===== src/rtl/gb_cpu_fetch_unit.sv =====
// GameBoy CPU instruction fetch unit.
// Single-byte bus reads feeding an in-order prefetch queue with redirect.
module gb_cpu_fetch_unit #(
  parameter int          DEPTH    = 4,
  parameter logic [15:0] RESET_PC = 16'h0000
) (
  input  logic                       clk,
  input  logic                       reset,
  output logic                       mem_rd_req,
  output logic [15:0]                mem_addr,
  input  logic                       mem_rd_valid,
  input  logic [7:0]                 mem_rd_data,
  output logic                       byte_valid,
  output logic [7:0]                 byte_data,
  output logic [15:0]                byte_pc,
  input  logic                       byte_ready,
  input  logic                       redirect_valid,
  input  logic [15:0]                redirect_pc,
  output logic [$clog2(DEPTH+1)-1:0] fetch_count
);

  localparam int AW = $clog2(DEPTH);
  localparam int CW = $clog2(DEPTH+1);
  localparam logic [CW-1:0] FULL = CW'(DEPTH);

  typedef enum logic [1:0] {
    S_IDLE,
    S_FETCH,
    S_DROP
  } state_e;

  state_e          state_q, state_d;
  logic [15:0]     fetch_pc_q, fetch_pc_d;
  logic [15:0]     drop_addr_q, drop_addr_d;
  logic [7:0]      data_q [DEPTH];
  logic [7:0]      data_d [DEPTH];
  logic [15:0]     pc_q [DEPTH];
  logic [15:0]     pc_d [DEPTH];
  logic [AW-1:0]   wr_ptr_q, wr_ptr_d;
  logic [AW-1:0]   rd_ptr_q, rd_ptr_d;
  logic [CW-1:0]   count_q, count_d;
  logic            push;
  logic            pop;
  logic            room;

  assign byte_valid  = (count_q != '0);
  assign byte_data   = data_q[rd_ptr_q];
  assign byte_pc     = pc_q[rd_ptr_q];
  assign fetch_count = count_q;

  // Queue bookkeeping: redirect flushes, otherwise push/pop update pointers.
  always_comb begin
    push     = (state_q == S_FETCH) && mem_rd_valid && !redirect_valid;
    pop      = byte_valid && byte_ready && !redirect_valid;
    data_d   = data_q;
    pc_d     = pc_q;
    wr_ptr_d = wr_ptr_q;
    rd_ptr_d = rd_ptr_q;
    count_d  = count_q;
    if (redirect_valid) begin
      wr_ptr_d = '0;
      rd_ptr_d = '0;
      count_d  = '0;
    end else begin
      if (push) begin
        data_d[wr_ptr_q] = mem_rd_data;
        pc_d[wr_ptr_q]   = fetch_pc_q;
        wr_ptr_d         = wr_ptr_q + AW'(1);
      end
      if (pop) begin
        rd_ptr_d = rd_ptr_q + AW'(1);
      end
      if (push && !pop) begin
        count_d = count_q + CW'(1);
      end else if (pop && !push) begin
        count_d = count_q - CW'(1);
      end
    end
    room = (count_d < FULL);
  end

  // Bus FSM: next state, fetch PC and bus outputs.
  always_comb begin
    state_d     = state_q;
    fetch_pc_d  = fetch_pc_q;
    drop_addr_d = drop_addr_q;
    mem_rd_req  = 1'b0;
    mem_addr    = fetch_pc_q;
    unique case (state_q)
      S_IDLE: begin
        if (room) state_d = S_FETCH;
      end
      S_FETCH: begin
        mem_rd_req = 1'b1;
        if (mem_rd_valid) begin
          fetch_pc_d = fetch_pc_q + 16'd1;
          state_d    = room ? S_FETCH : S_IDLE;
        end else if (redirect_valid) begin
          drop_addr_d = fetch_pc_q;
          state_d     = S_DROP;
        end
      end
      S_DROP: begin
        mem_rd_req = 1'b1;
        mem_addr   = drop_addr_q;
        if (mem_rd_valid) begin
          state_d = room ? S_FETCH : S_IDLE;
        end
      end
      default: state_d = S_IDLE;
    endcase
    if (redirect_valid) fetch_pc_d = redirect_pc;
  end

  // State and queue registers.
  always_ff @(posedge clk) begin
    if (reset) begin
      state_q     <= S_IDLE;
      fetch_pc_q  <= RESET_PC;
      drop_addr_q <= RESET_PC;
      data_q      <= '{default: '0};
      pc_q        <= '{default: '0};
      wr_ptr_q    <= '0;
      rd_ptr_q    <= '0;
      count_q     <= '0;
    end else begin
      state_q     <= state_d;
      fetch_pc_q  <= fetch_pc_d;
      drop_addr_q <= drop_addr_d;
      data_q      <= data_d;
      pc_q        <= pc_d;
      wr_ptr_q    <= wr_ptr_d;
      rd_ptr_q    <= rd_ptr_d;
      count_q     <= count_d;
    end
  end

  a_no_overflow: assert property (
    @(posedge clk) disable iff (reset) !(push && count_q == FULL)
  );

endmodule


===== config.mk =====
export PLATFORM = sky130hd
export DESIGN_NAME = gb_cpu_fetch_unit
export DESIGN_NICKNAME = d
export VERILOG_FILES = /design/src/rtl/gb_cpu_fetch_unit.sv
export SDC_FILE = /design/constraint.sdc
export NUM_CORES = 1
export LEC_CHECK = 0
export ABC_AREA = 1
export CORE_MARGIN = 2
export CORE_UTILIZATION = 50
export CTS_CLUSTER_DIAMETER = 200
export DETAILED_ROUTE_END_ITERATION = 16
export PLACE_DENSITY_LB_ADDON = 0.12
export SYNTH_ARGS = -nofsm -noshare
export SYNTH_HDL_FRONTEND = slang
export SYNTH_SLANG_ARGS = --single-unit
export TNS_END_PERCENT = 10

===== constraint.sdc =====
create_clock -name clk -period 2.9 [get_ports clk]
set_input_delay 0.87 -clock clk [delete_from_list [all_inputs] [get_ports clk]]
set_output_delay 0.87 -clock clk [all_outputs]
set_load 0.1 [all_outputs]

==> out/qor.tcl, run 1 <==
set qor(final_layout_size_suffix_gt1_share_pct) 11.5
set qor(floorplan.die.width_um) 118
set qor(clockRootBuffer) {clkbuf_16}
set qor(final_max_slew_viols) 0
set qor(layout.nets) 1016
set qor(worst_setup_path_endpoint) {byte_pc[1]}
set qor(area_growth_pct) 27.9
set qor(synth_area_um2) 6490
set qor(h_tree_depth) 4
set qor(drt_drc_violations_left) 0
set qor(report.final.hold_viol_count) 0
set qor(core_area_um2) 12700
set qor(synthesis.nets) 974
set qor(yosys_register_bits) 137
set qor(postLayoutSetupSlackWorst_ps) 45.8
set qor(critical-path-max-stage-delay_ps) 360
set qor(worst_hold_path_type) {register to register}
set qor(slew_headroom_pct) 58.0
set qor(cts_buffers) 17
set qor(cp.arrival_ps) 1980
set qor(worstReg2RegEnd) {state_q[0]}
set qor(path_cells) {inv_1 > buf_4 > o21ai_0 > o22ai_1 > buf_12}
set qor(grt_first_pass_wirelength_mm) 30.9
set qor(avgViaCountPerCell) 5.79
set qor(finalCriticalPeriod_ps) 2850
set qor(global_route.usage.total_pct) 27.2
set qor(boundaryPins) 74
set qor(routed_wl_mm) 19.1
set qor(critical_path.startpoint) {rd_ptr_q[1]}
set qor(worst_setup_path_end_kind) {output port}
set qor(status) {complete, no violations}
set qor(drt_pre_antenna_iters) 5
set qor(post_cts.repair.setup_buffers) 0
set qor(setup_tns_ps) 0
set qor(critical_path.max_fanout) 10
set qor(synth_seq_area_share_pct) 42.2
set qor(numClockSinks) 137
set qor(fin_util_pct) 65.5
set qor(setup_viol_count_final) 0
set qor(cts.repair.resized) 0
set qor(layout.cell_area.non_filler_um2) 8310
set qor(detailed_place_hpwl_mm) 12.3
set qor(max_freq_ghz) 0.350
set qor(preCtsSetupSlack_ps) 79.7
set qor(rsz0062_at_grt) {no}
set qor(max_cap_viol_count) 0
set qor(cpMaxStageDelayCell) {o22ai_1}
set qor(max_slew.worst_pin.slew_ps) 630
set qor(cp.depth) 5
set qor(synthCells) 931
set qor(cts.path.max_buffers) 2
set qor(worstPathBufferInverterCount) 3
set qor(fillCellCount) 1119
set qor(required_ps) 2030
set qor(timing.reg2reg.setup_slack_ps) 790
set qor(number_of_diodes) 0
set qor(number_of_global_route_vias_before_repair) 6361
set qor(power.ir.vdd_worst_uv) 404
set qor(ys_warn_count) 0
set qor(floorplan.initialDensity_pct) 51.2
set qor(p_per_area_nw_per_um2) 591
set qor(synthesis.area_per_instance_um2) 6.97
set qor(cts_tree) {built}
set qor(worst_r2r_startpoint) {fetch_count[0]}
set qor(globalRouteOverflowTotal) 0
set qor(core.rowCount) 41
set qor(design_power_total_w) 0.00491
set qor(drtIter0Drc) 690
set qor(path_clk_slew_ps) 60
set qor(power.static_leakage_nw) 3.02
set qor(place.gp.congestion) 0.921
set qor(synth_cell_types) 27
set qor(place.port_buffers) 73
set qor(placedInstanceArea_um2) 7690
set qor(vertical_extent_of_the_die_um) 118
set qor(timing.critical_path.from_type) {register}
set qor(number_of_cells_on_the_worst_reg_to_reg_path) 15
set qor(critical-path-top-delay-family) {buffers and inverters}
set qor(design.die.area_um2) 13900
set qor(finalClockSkew_ps) 6.14
set qor(route.antenna.remaining_nets) 0
set qor(path_class) {register to output port}
set qor(cts_hold_buffers) 0
set qor(vias) 6706
set qor(maximum_number_of_pins_on_one_net_before_global_route_repair) 61
set qor(clkLatencyLatePin_ps) 420
set qor(post_drt_wl_per_cell_um) 16.5
set qor(min_period_over_period_pct) 98.4
set qor(antenna_found_initial) 0
==> cells in the final DEF (no fill, tap or decap), types with 5 or more instances in the layout <==
| cell | synthesis | layout |
|---|---|---|
| buf_12 | 0 | 40 |
| clkbuf_16 | 0 | 17 |
| a21oi_1 | 135 | 134 |
| nand2_1 | 191 | 191 |
| o22ai_1 | 23 | 23 |
| clkbuf_8 | 0 | 5 |
| clkdlybuf4s50_1 | 0 | 27 |
| o21ai_1 | 2 | 15 |
| nand3_1 | 122 | 122 |
| o21ai_0 | 82 | 69 |
| dfxtp_1 | 137 | 137 |
| xor2_1 | 5 | 5 |
| nor2_1 | 70 | 70 |
| ha_1 | 14 | 14 |
| inv_1 | 46 | 46 |
| buf_4 | 7 | 38 |
==> cell usage after synthesis, drive strengths merged <==
cell / number / area, µm²
a21oi: 135 / 676
a221oi: 4 / 35.0
a22oi: 1 / 7.51
a31oi: 4 / 25.0
buf: 42 / 230
clkbuf: 40 / 150
clkinv: 1 / 3.75
dfxtp: 137 / 2740
ha: 14 / 175
inv: 47 / 176
nand2: 193 / 729
nand3: 122 / 611
nand4: 3 / 18.8
nor2: 71 / 274
nor3: 3 / 15.0
o21ai: 84 / 420
o22ai: 23 / 144
or2: 1 / 6.26
xnor2: 1 / 8.76
xor2: 5 / 43.8
==> cells by family (layout without fill, tap and decap cells) <==
family / after synthesis / count (layout) / share of synthesized area (%)
and+or+nand+nor: 393 / 393 / 25.5
AOI/OAI and AO/OA: 251 / 251 / 20.1
DFF: 137 / 137 / 42.2
buffers and inverters: 130 / 185 / 8.63
adders and majority gates: 14 / 14 / 2.70
xor gates and xnor gates: 6 / 6 / 0.809
==> power breakdown <==
part           leakage, nW  internal, W  switching [W]
logic                 1.61     0.000217       0.000480
clock network        0.303      0.00146       0.000780
registers             1.11      0.00192      0.0000506
total                 3.02      0.00360        0.00131
==> routing by layer <==
layer | global-route usage, % | share of wire [%] | vias up | wire [µm]
met3 | 6.40 | 8.4 | 60 | 1600
met1 | 35.4 | 43 | 3112 | 8140
met4 | 11.7 | 2.6 | 0 | 499
met5 | 0 | 0 | - | 0
met2 | 43.1 | 46 | 336 | 8850
li1 | - | - | 3198 | -
==> flip-flops by register name, summed over array words and instances (netlist names) <==
signal and count:
wr_ptr_q 2, pc_q 64, data_q 32, rd_ptr_q 2
drop_addr_q 16, fetch_count 3, state_q 2, fetch_pc_q 16
==> metrics by stage <==
step,std cells,hold WS (ps)
2_1_floorplan,931,429
3_3_place_gp,1126,443
3_5_place_dp,1126,449
4_1_cts,1158,458
5_1_grt,1158,472
6_report,1158,457
==> final cells by class <==
type                       instances  area (µm²)  area share (%)
sequential                       137        2740            33.0
multi-input combinational        664        3190            38.4
clock buffer                      25         505            6.09
timing repair buffer             105        1360            16.3
clock inverter                     7         113            1.36
tap                              172         215            2.59
inverter                          48         180            2.17
==> worst min path at each step <==
stage	startpoint	endpoint	slack, ps	depth (start not counted)
2_1_floorplan	drop_addr_q[1]	drop_addr_q[1]	430	2
5_1_grt	pc_q[7]	pc_q[7]	470	2
4_1_cts	pc_q[37]	pc_q[37]	460	2
3_3_place_gp	drop_addr_q[2]	drop_addr_q[2]	440	2
6_report	pc_q[37]	pc_q[37]	460	2
3_5_place_dp	pc_q[37]	pc_q[37]	450	2
==> worst min-delay path, delay by kind of cell, from the launching register on <==
family,cells,cell delay [ps]
DFF,1,300
and+or+nand+nor,1,60
AOI/OAI and AO/OA,1,50
Note: power is estimated with default switching activity, not from simulation.
==> inputs of run 2 (changes only) <==
CORE_UTILIZATION = 55   (was 50)
==> out/qor.tcl, run 2 (synthesis gave the netlist of run 1 again) <==
set qor(power.static_leakage_nw) 2.97
set qor(final_max_slew_viols) 0
set qor(worst_setup_path_end_kind) {output port}
set qor(top_regs) {pc_q: 64 flops, data_q: 32 flops}
set qor(status) {complete, no violations}
set qor(largest_register_ff_count) 64
set qor(design.die.area_um2) 12700
set qor(largest_register) {pc_q}
set qor(cts_tree) {built}
set qor(setup_viol_count_final) 0
set qor(path_cells) {inv_1 > buf_4 > o21ai_0 > o22ai_1 > buf_12}
set qor(antenna_found_initial) 0
set qor(vias) 6620
set qor(cp.arrival_ps) 1950
set qor(clockRootBuffer) {clkbuf_16}
set qor(avgViaCountPerCell) 5.89
set qor(rsz0062_at_grt) {no}
set qor(power.ir.vdd_worst_uv) 416
set qor(fillCellCount) 941
set qor(finalCriticalPeriod_ps) 2820
set qor(core.rowCount) 39
set qor(number_of_diodes) 0
set qor(p_per_area_nw_per_um2) 557
set qor(worstPathBufferInverterCount) 3
set qor(worst_hold_path_type) {register to register}
set qor(cts.path.max_buffers) 2
set qor(drt_drc_violations_left) 0
set qor(route.antenna.remaining_nets) 0
set qor(maximum_number_of_pins_on_one_net_before_global_route_repair) 97
set qor(area_growth_pct) 26.1
set qor(vertical_extent_of_the_die_um) 113
set qor(critical-path-max-stage-delay_ps) 390
set qor(path_clk_slew_ps) 50
set qor(final_layout_size_suffix_gt1_share_pct) 11.0
set qor(numClockSinks) 137
set qor(max_freq_ghz) 0.355
set qor(floorplan.die.width_um) 113
set qor(max_slew.worst_pin.slew_ps) 467
set qor(detailed_place_hpwl_mm) 11.7
set qor(required_ps) 2030
set qor(path_class) {register to output port}
set qor(number_of_global_route_vias_before_repair) 6363
set qor(place.port_buffers) 73
set qor(cpMaxStageDelayCell) {o22ai_1}
set qor(place.gp.congestion) 0.873
set qor(routed_wl_mm) 18.3
set qor(timing.critical_path.from_type) {register}
set qor(finalClockSkew_ps) 7.10
set qor(timing.reg2reg.setup_slack_ps) 890
set qor(setup_tns_ps) 0
set qor(placedInstanceArea_um2) 7670
set qor(layout.cells.most_common_list) {nand2_1, dfxtp_1, a21oi_1, nand3_1, nor2_1}
set qor(layout.cell_area.non_filler_um2) 8180
set qor(grt_first_pass_wirelength_mm) 30.5
set qor(cts_buffers) 17
set qor(floorplan.initialDensity_pct) 56.6
set qor(max_cap_viol_count) 0
set qor(layout.cells.most_common) {nand2_1}
set qor(report.final.hold_viol_count) 0
set qor(globalRouteOverflowTotal) 0
set qor(layout.nets) 1015
set qor(critical_path.max_fanout) 35
set qor(post_drt_wl_per_cell_um) 16.3
set qor(h_tree_depth) 4
set qor(drtIter0Drc) 703
set qor(slew_headroom_pct) 68.8
set qor(min_period_over_period_pct) 97.2
set qor(global_route.usage.total_pct) 29.5
set qor(critical-path-top-delay-family) {buffers and inverters}
set qor(drt_pre_antenna_iters) 6
set qor(core_area_um2) 11500
set qor(boundaryPins) 74
set qor(clkLatencyLatePin_ps) 420
set qor(post_cts.repair.setup_buffers) 0
[run 2: changes by cell type in the layout (fill, tap and decap cells not counted)]
cell and change:
clkbuf_8 -1, buf_12 +2, buf_4 -4, clkinvlp_4 -1
bufinv_16 -3, clkinv_2 +1, buf_6 +1
[run 2: routing by layer]
| layer | GRT usage (%) | vias up | wire (µm) |
|---|---|---|---|
| li1 | - | 3201 | - |
| met1 | 38.8 | 3063 | 7770 |
| met2 | 47.5 | 317 | 8680 |
| met3 | 6.05 | 39 | 1450 |
| met4 | 12.0 | 0 | 376 |
| met5 | 0 | - | 0 |
[run 2: final cells by class]
cell class | count | area [µm²] | area share (%)
multi-input cells | 664 | 3190 | 39.0
flip-flops and latches | 137 | 2740 | 33.5
repair buffers | 104 | 1380 | 16.8
clock buffers | 24 | 492 | 6.01
inverters | 48 | 180 | 2.20
well taps | 143 | 179 | 2.19
clock inverters | 4 | 20.0 | 0.245
[run 2: final timing paths]
kind | startpoint | endpoint | cells after the start
worst min-delay path | drop_addr_q[2] | drop_addr_q[2] | 2
worst max-delay path | rd_ptr_q[0] | byte_pc[3] | 5
worst max register to register | fetch_count[0] | state_q[0] | 14
worst min register to register | drop_addr_q[2] | drop_addr_q[2] | 2
[run 2: per-stage QoR]
stage               util (%)  worst slack [ps]  hold WS [ps]  total power (W)  std cells
floorplan                  -              -314           429          0.00245        931
global placement        66.9               266           443          0.00269       1096
detailed placement      66.9               175           444          0.00270       1096
CTS                     71.3              92.4           452          0.00458       1124
global route            71.4              25.8           476          0.00472       1124
finish                  71.4              81.5           452          0.00456       1124
[run 2: power breakdown]
| group | internal (W) | switching, W | leakage, nW |
|---|---|---|---|
| Combinational | 0.000221 | 0.000477 | 1.61 |
| Clock | 0.00116 | 0.000739 | 0.257 |
| Sequential | 0.00192 | 0.0000494 | 1.11 |
[run 2: what timing repair did]
action	4_1_cts	5_1_grt
hold buffers	0	0
gates resized for setup	0	1
endpoints found under the setup margin	0	1
[run 2: worst min-delay path: stages (launching register included)]
cell and delay, ps:
dfxtp_1 290, inv_1 60, a21oi_1 50
==> inputs of run 3 (changes only) <==
CORE_UTILIZATION = 61   (was 55)
SKIP_LAST_GASP = 1   (was not set)
==> out/qor.tcl, run 3 (synthesis gave the netlist of run 1 again) <==
set qor(slew_headroom_pct) 53.2
set qor(number_of_diodes) 0
set qor(floorplan.initialDensity_pct) 62.9
set qor(cp.arrival_ps) 2000
set qor(h_tree_depth) 4
set qor(largest_register_ff_count) 64
set qor(cts.path.max_buffers) 2
set qor(vertical_extent_of_the_die_um) 107
set qor(final_layout_size_suffix_gt1_share_pct) 10.8
set qor(globalRouteOverflowTotal) 0
set qor(cts_tree) {built}
set qor(max_cap_viol_count) 0
set qor(status) {complete, no violations}
set qor(place.gp.congestion) 0.968
set qor(non_filler_cells_final) 1115
set qor(worstPathBufferInverterCount) 4
set qor(path_class) {register to output port}
set qor(power.static_leakage_nw) 2.97
set qor(drt_drc_violations_left) 0
set qor(top_regs) {pc_q: 64 flops, data_q: 32 flops}
set qor(core_area_um2) 10300
set qor(core.rowCount) 37
set qor(power.ir.vdd_worst_uv) 585
set qor(clkLatencyLatePin_ps) 530
set qor(critical-path-max-stage-delay_ps) 320
set qor(finalCriticalPeriod_ps) 2870
set qor(route.antenna.remaining_nets) 0
set qor(post_drt_wl_per_cell_um) 17.1
set qor(place.port_buffers) 73
set qor(worst_hold_path_type) {register to register}
set qor(postLayoutSetupSlackWorst_ps) 25.6
set qor(global_route.usage.total_pct) 34.1
set qor(cts_buffers) 17
set qor(drt_pre_antenna_iters) 6
set qor(area_growth_pct) 25.8
set qor(rsz0062_at_grt) {yes}
set qor(p_per_area_nw_per_um2) 566
set qor(final_max_slew_viols) 0
set qor(clockRootBuffer) {clkbuf_8}
set qor(numClockSinks) 137
set qor(avgViaCountPerCell) 6.16
set qor(min_period_over_period_pct) 99.1
set qor(critical-path-top-delay-family) {buffers and inverters}
set qor(report.final.hold_viol_count) 0
set qor(cpMaxStageDelayCell) {dfxtp_1}
set qor(floorplan.die.width_um) 107
set qor(max_slew.worst_pin.slew_ps) 702
set qor(number_of_global_route_vias_before_repair) 6572
set qor(detailed_place_hpwl_mm) 12.0
set qor(required_ps) 2030
set qor(path_cells) {buf_4 > inv_1 > buf_4 > o21ai_0 > o22ai_1 > buf_12}
set qor(layout.cells.most_common) {nand2_1}
set qor(critical_path.max_fanout) 17
set qor(max_freq_ghz) 0.348
set qor(layout.cells.most_common_list) {nand2_1, dfxtp_1, a21oi_1, nand3_1, nor2_1}
set qor(place.detailed.instances) 1088
set qor(setup_tns_ps) 0
set qor(drtIter0Drc) 806
set qor(antenna_found_initial) 0
set qor(grt_first_pass_wirelength_mm) 31.3
set qor(timing.critical_path.from_type) {register}
set qor(worst_setup_path_end_kind) {output port}
set qor(timing.reg2reg.setup_slack_ps) 820
set qor(boundaryPins) 74
set qor(fillCellCount) 705
set qor(routed_wl_mm) 19.1
set qor(largest_register) {pc_q}
set qor(maximum_number_of_pins_on_one_net_before_global_route_repair) 76
set qor(preCtsSetupSlack_ps) 149
set qor(layout.nets) 1014
set qor(path_clk_slew_ps) 60
set qor(design.die.area_um2) 11500
set qor(most_used_cell_along_the_critical_path) {buf_4}
set qor(setup_viol_count_final) 0
set qor(post_cts.repair.setup_buffers) 0
set qor(vias) 6873
set qor(finalClockSkew_ps) 6.33
==> run 3: path summary, 6_finish.rpt <==
| path | start | to | cells after the start |
|---|---|---|---|
| worst max-delay path | rd_ptr_q[1] | byte_pc[3] | 6 |
| worst min-delay path | pc_q[22] | pc_q[22] | 2 |
| worst max register to register | fetch_count[0] | state_q[0] | 15 |
| worst min register to register | pc_q[22] | pc_q[22] | 2 |
==> run 3: metrics by stage <==
stage               area [µm²]  util [%]  power (W)  hold WS, ps
floorplan                 6500         -    0.00245          429
finish                    8170      79.1    0.00463          458
global placement          7640      74.0    0.00268          442
detailed placement        7640      74.0    0.00269          450
CTS                       8160      79.1    0.00462          457
global route              8170      79.1    0.00476          471
==> run 3: worst reg2reg max path, cell delays in order (launching register included) <==
cell and delay [ps]:
dfxtp_1 420, inv_1 110, ha_1 210, inv_1 60, nor2_1 60, nor2_1 130, inv_1 60, ha_1 220
inv_1 120, nand3_1 80, nand3_1 100, nand4_1 120, nand2_1 130, nand2_1 60, nand2_1 50, nor2_1 50
==> run 3: routing by layer <==
layer | up-vias | track usage, % | part of all wire (%)
met5 | - | 0 | 0
met2 | 424 | 54.2 | 48
li1 | 3197 | - | -
met1 | 3196 | 44.5 | 40
met4 | 0 | 15.9 | 2.7
met3 | 56 | 6.99 | 9.1
==> run 3: power breakdown <==
| part | total [W] | switching [W] | internal, W |
|---|---|---|---|
| Clock | 0.00196 | 0.000744 | 0.00122 |
| Sequential | 0.00197 | 0.0000530 | 0.00192 |
| Combinational | 0.000695 | 0.000479 | 0.000216 |
| Total | 0.00463 | 0.00128 | 0.00335 |
==> run 3: layout make-up <==
class                      instances  area, µm²  share of cell area, %
timing repair buffer             103       1360                   16.6
sequential                       137       2740                   33.6
multi-input combinational        664       3200                   39.2
clock inverter                     5       75.1                  0.919
tap                              136        170                   2.08
inverter                          48        180                   2.21
clock buffer                      22        443                   5.42
==> run 3: what timing repair did <==
action                     in CTS  in global routing
resized for setup               1                  2
hold buffers                    0                  0
setup endpoints to repair       2                 15
==> variant 1 (settings of run 3) <==
Encoding of `state_e`: now one-hot (3 bits for 3 states).
--- a/src/rtl/gb_cpu_fetch_unit.sv
+++ b/src/rtl/gb_cpu_fetch_unit.sv
@@ -24,8 +24,8 @@
   localparam logic [CW-1:0] FULL = CW'(DEPTH);
 
-  typedef enum logic [1:0] {
-    S_IDLE,
-    S_FETCH,
-    S_DROP
+  typedef enum logic [2:0] {
+    S_IDLE  = 3'b001,
+    S_FETCH = 3'b010,
+    S_DROP  = 3'b100
   } state_e;
 
Behaviour: no difference found for any inputs over 4 cycles, from zero or initial values and one cycle with reset high; so few cycles prove little.
==> variant 1 against run 3 <==
The flow now finishes with violations (setup timing); combinational power decreased by 13%; critical path depth shrank 2; total power increased by 3.1%; final area shrank 1.4%; synthesized area down 5.0%; die area decreased by 4.9%; worst setup slack got worse by 0.058 ns; sequential cell count rose by 1; maximum frequency fell by 2.0%; routed wire length fell by 4.3%; critical path type unchanged; highest routed layer unchanged.
==> variant 1: results (changes against run 3) <==
<table>
<tr><th>Metric</th><th>Value</th></tr>
<tr><th colspan="2">Global routing</th></tr>
<tr><td>Wire length of the first global-routing pass</td><td>29600 um (was 31300 um)</td></tr>
<tr><th colspan="2">Finish</th></tr>
<tr><td>Sequential portion of the cell area</td><td>34.3% (was 33.6%)</td></tr>
<tr><td>Multi-In Gates</td><td>608 (was 664)</td></tr>
<tr><td>Clock distribution area overhead in the final layout</td><td>7.42% (was 6.34%)</td></tr>
<tr><td>Non-clock inverter total of the final layout</td><td>50 (was 48)</td></tr>
<tr><td>Fraction of layout cells with a size suffix above 1</td><td>13.8% (was 10.8%)</td></tr>
<tr><td>Sequential cells</td><td>138 (was 137)</td></tr>
<tr><th colspan="2">STA</th></tr>
<tr><td>Relative slew slack</td><td>71.0% (was 53.2%)</td></tr>
<tr><td>Final Setup Violations</td><td>1 (was 0)</td></tr>
<tr><td>Total negative slack for setup checks</td><td>-0.0323 ns (was 0 ns)</td></tr>
<tr><td>PnR worst setup slack</td><td>-0.0323 ns (was 0.0256 ns)</td></tr>
<tr><td>Worst hold-check slack</td><td>0.459 ns (was 0.458 ns)</td></tr>
<tr><th colspan="2">Critical path</th></tr>
<tr><td>Minimum setup slack among reg-to-reg paths</td><td>0.76 ns (was 0.82 ns)</td></tr>
<tr><td>Crit Reg-Reg Endpoint</td><td>state_q[1] (was state_q[0])</td></tr>
<tr><td>Endpoint of the worst setup timing path</td><td>byte_pc[6] (was byte_pc[3])</td></tr>
<tr><th colspan="2">Outcome</th></tr>
<tr><td>Outcome</td><td>finished with violations (was complete, no violations)</td></tr>
<tr><td>Violations in the final reports</td><td>setup timing</td></tr>
<tr><th colspan="2">Detailed routing</th></tr>
<tr><td>Average wire per cell in the routed design</td><td>17.3 um (was 17.1 um)</td></tr>
<tr><td>Total wire length after detailed routing</td><td>18300 um (was 19100 um)</td></tr>
<tr><td>First-iteration detailed-routing DRC count</td><td>597 (was 806)</td></tr>
<tr><td>Total number of vias</td><td>6435 (was 6873)</td></tr>
<tr><th colspan="2">Place</th></tr>
<tr><td>Post-detail-place hpwl</td><td>11000 um (was 12000 um)</td></tr>
<tr><td>Number of placed cells counting well taps</td><td>1025 (was 1088)</td></tr>
<tr><td>Post-place instance area</td><td>7450 um^2 (was 7640 um^2)</td></tr>
<tr><th colspan="2">Synthesis</th></tr>
<tr><td>Most numerous cell types in the synthesized netlist</td><td>sky130_fd_sc_hd__nor2_1 (167), sky130_fd_sc_hd__o21ai_0 (159), sky130_fd_sc_hd__dfxtp_1 (138) (was sky130_fd_sc_hd__nand2_1 (191), sky130_fd_sc_hd__dfxtp_1 (137), sky130_fd_sc_hd__a21oi_1 (135))</td></tr>
<tr><td>Nets in the synthesized netlist</td><td>890 (was 974)</td></tr>
<tr><th colspan="2">Pwr</th></tr>
<tr><td>Peak supply drop</td><td>0.407 mV (was 0.585 mV)</td></tr>
<tr><th colspan="2">Worst hold path</th></tr>
<tr><td>Hold-critical path endpoint</td><td>drop_addr_q[2] (was pc_q[22])</td></tr>
</table>
==> variant 1: power breakdown <==
group	total [uW]	switching, uW	leakage, uW	internal [uW]
logic	603	399	0.00180	204
clock network	2190	822	0.000293	1370
registers	1970	37.8	0.00112	1930
==> variant 1: critical path, stage by stage, from the launching register on <==
cell and delay (ns):
sky130_fd_sc_hd__dfxtp_2 0.46, sky130_fd_sc_hd__buf_4 0.28, sky130_fd_sc_hd__o21ai_0 0.14, sky130_fd_sc_hd__o22ai_1 0.40, sky130_fd_sc_hd__buf_12 0.24
==> variant 1: per-layer routing <==
metal / vias up / part of all wire [%] / GRT usage (%)
li1: 2980 / - / -
met2: 376 / 50 / 57.0
met3: 56 / 8.9 / 7.92
met5: - / 0 / 0
met4: 0 / 3.2 / 16.3
met1: 3023 / 38 / 39.7
==> variant 1: logic make-up after synthesis <==
kind of cell,count (synthesis),synth area share [%]
xor+xnor,6,0.852
fa+ha+maj,10,2.03
flops,138,44.8
simple gates,283,18.6
buf+inv,105,7.53
compound gates,309,26.2
==> variant 2 (flow settings as in run 3) <==
Without the edit above. The parameter `DEPTH` goes from 4 to 8.
--- a/src/rtl/gb_cpu_fetch_unit.sv
+++ b/src/rtl/gb_cpu_fetch_unit.sv
@@ -2,5 +2,5 @@
 // Single-byte bus reads feeding an in-order prefetch queue with redirect.
 module gb_cpu_fetch_unit #(
-  parameter int          DEPTH    = 4,
+  parameter int          DEPTH    = 8,
   parameter logic [15:0] RESET_PC = 16'h0000
 ) (
Interface: changed (resized fetch_count); port bits go from 74 to 75. No check against the original RTL was run, so the function may have changed too.
==> variant 2 against run 3 <==
Sequential cell count up 99; worst setup slack worse by 0.13 ns; worst hold slack worse by 0.012 ns; routed wire length up 67%; cell count up 56%; final area up 61%; total power up 69%; the flow now finishes with violations (setup timing); synthesized area up 62%.
==> variant 2: results (changes against run 3) <==
<table>
<tr><th>Metric</th><th>Value</th></tr>
<tr><th colspan="2">Die</th></tr>
<tr><td>Die width</td><td>135 um (was 107 um)</td></tr>
<tr><th colspan="2">Finish</th></tr>
<tr><td>Non-clock inverter total of the final layout</td><td>71 (was 48)</td></tr>
<tr><td>Largest regs</td><td>pc_q (128), data_q (64) (was pc_q (64), data_q (32))</td></tr>
<tr><td>Sequential cells</td><td>236 (was 137)</td></tr>
<tr><td>Clock buffer count</td><td>37 (was 22)</td></tr>
<tr><td>Clock distribution area overhead in the final layout</td><td>6.22% (was 6.34%)</td></tr>
<tr><td>Area Growth Syn to Fin</td><td>25.1% (was 25.8%)</td></tr>
<tr><td>Non-clock buffer contribution to total cell area</td><td>14.7% (was 16.6%)</td></tr>
<tr><td>Fraction of layout cells with a size suffix above 1</td><td>13.2% (was 10.8%)</td></tr>
<tr><th colspan="2">Synthesis</th></tr>
<tr><td>Sequential share of the synthesized area</td><td>45.0% (was 42.2%)</td></tr>
<tr><td>Average size of a mapped cell</td><td>7.15 um^2 (was 6.97 um^2)</td></tr>
<tr><td>Number of unique standard cell types used by synthesis</td><td>32 (was 27)</td></tr>
<tr><td>Nets in the synthesized netlist</td><td>1507 (was 974)</td></tr>
<tr><td>Share of the synthesized area in compound gates (AO/OA/AOI/OAI)</td><td>26.7% (was 20.1%)</td></tr>
<tr><th colspan="2">Outcome</th></tr>
<tr><td>Violations in the final reports</td><td>setup timing</td></tr>
<tr><td>Outcome</td><td>finished with violations (was complete, no violations)</td></tr>
<tr><th colspan="2">STA</th></tr>
<tr><td>Clock skew after layout</td><td>0.00908 ns (was 0.00633 ns)</td></tr>
<tr><td>Final Setup Violations</td><td>22 (was 0)</td></tr>
<tr><td>PnR worst setup slack</td><td>-0.103 ns (was 0.0256 ns)</td></tr>
<tr><td>Total negative slack for setup checks</td><td>-0.939 ns (was 0 ns)</td></tr>
<tr><th colspan="2">Global routing</th></tr>
<tr><td>Met1 usage</td><td>47.7% (was 44.5%)</td></tr>
<tr><td>Met3 track demand over resource in global routing</td><td>5.82% (was 6.99%)</td></tr>
<tr><th colspan="2">Clock tree</th></tr>
<tr><td>CTS max path bufs</td><td>3 (was 2)</td></tr>
<tr><td>Root Driver</td><td>sky130_fd_sc_hd__clkbuf_16 (was sky130_fd_sc_hd__clkbuf_8)</td></tr>
<tr><td>Deepest level of the CTS H-tree</td><td>1 (was 4)</td></tr>
<tr><th colspan="2">Detailed routing</th></tr>
<tr><td>Vias per std cell</td><td>6.04 (was 6.16)</td></tr>
<tr><th colspan="2">Critical path</th></tr>
<tr><td>Largest stage delay, worst path</td><td>0.36 ns (was 0.32 ns)</td></tr>
</table>
## variant 2: per-layer routing
| metal | wire [um] | up-vias |
|---|---|---|
| met1 | 13600 | 4998 |
| met5 | 0 | - |
| li1 | - | 4956 |
| met4 | 750 | 0 |
| met2 | 14800 | 484 |
| met3 | 2750 | 59 |
## variant 2: report_power, final
part | internal (uW) | switching, uW
Sequential | 3310 | 51.0
Clock | 1950 | 1260
Combinational | 415 | 855
## variant 2: worst paths after layout
path             startpoint        endpoint  slack [ns]  depth (start not counted)
min          drop_addr_q[6]  drop_addr_q[6]        0.45                          2
max             rd_ptr_q[1]    byte_data[2]       -0.10                          8
max reg2reg  fetch_count[0]      state_q[0]        0.55                         14
min reg2reg  drop_addr_q[6]  drop_addr_q[6]        0.45                          2
## variant 2: repair_timing
action | in CTS | in global routing
setup buffers | 3 | 4
setup endpoints to repair | 17 | 30
gates cloned | 5 | 1
gates resized for setup | 9 | 11
pin swaps | 5 | 8
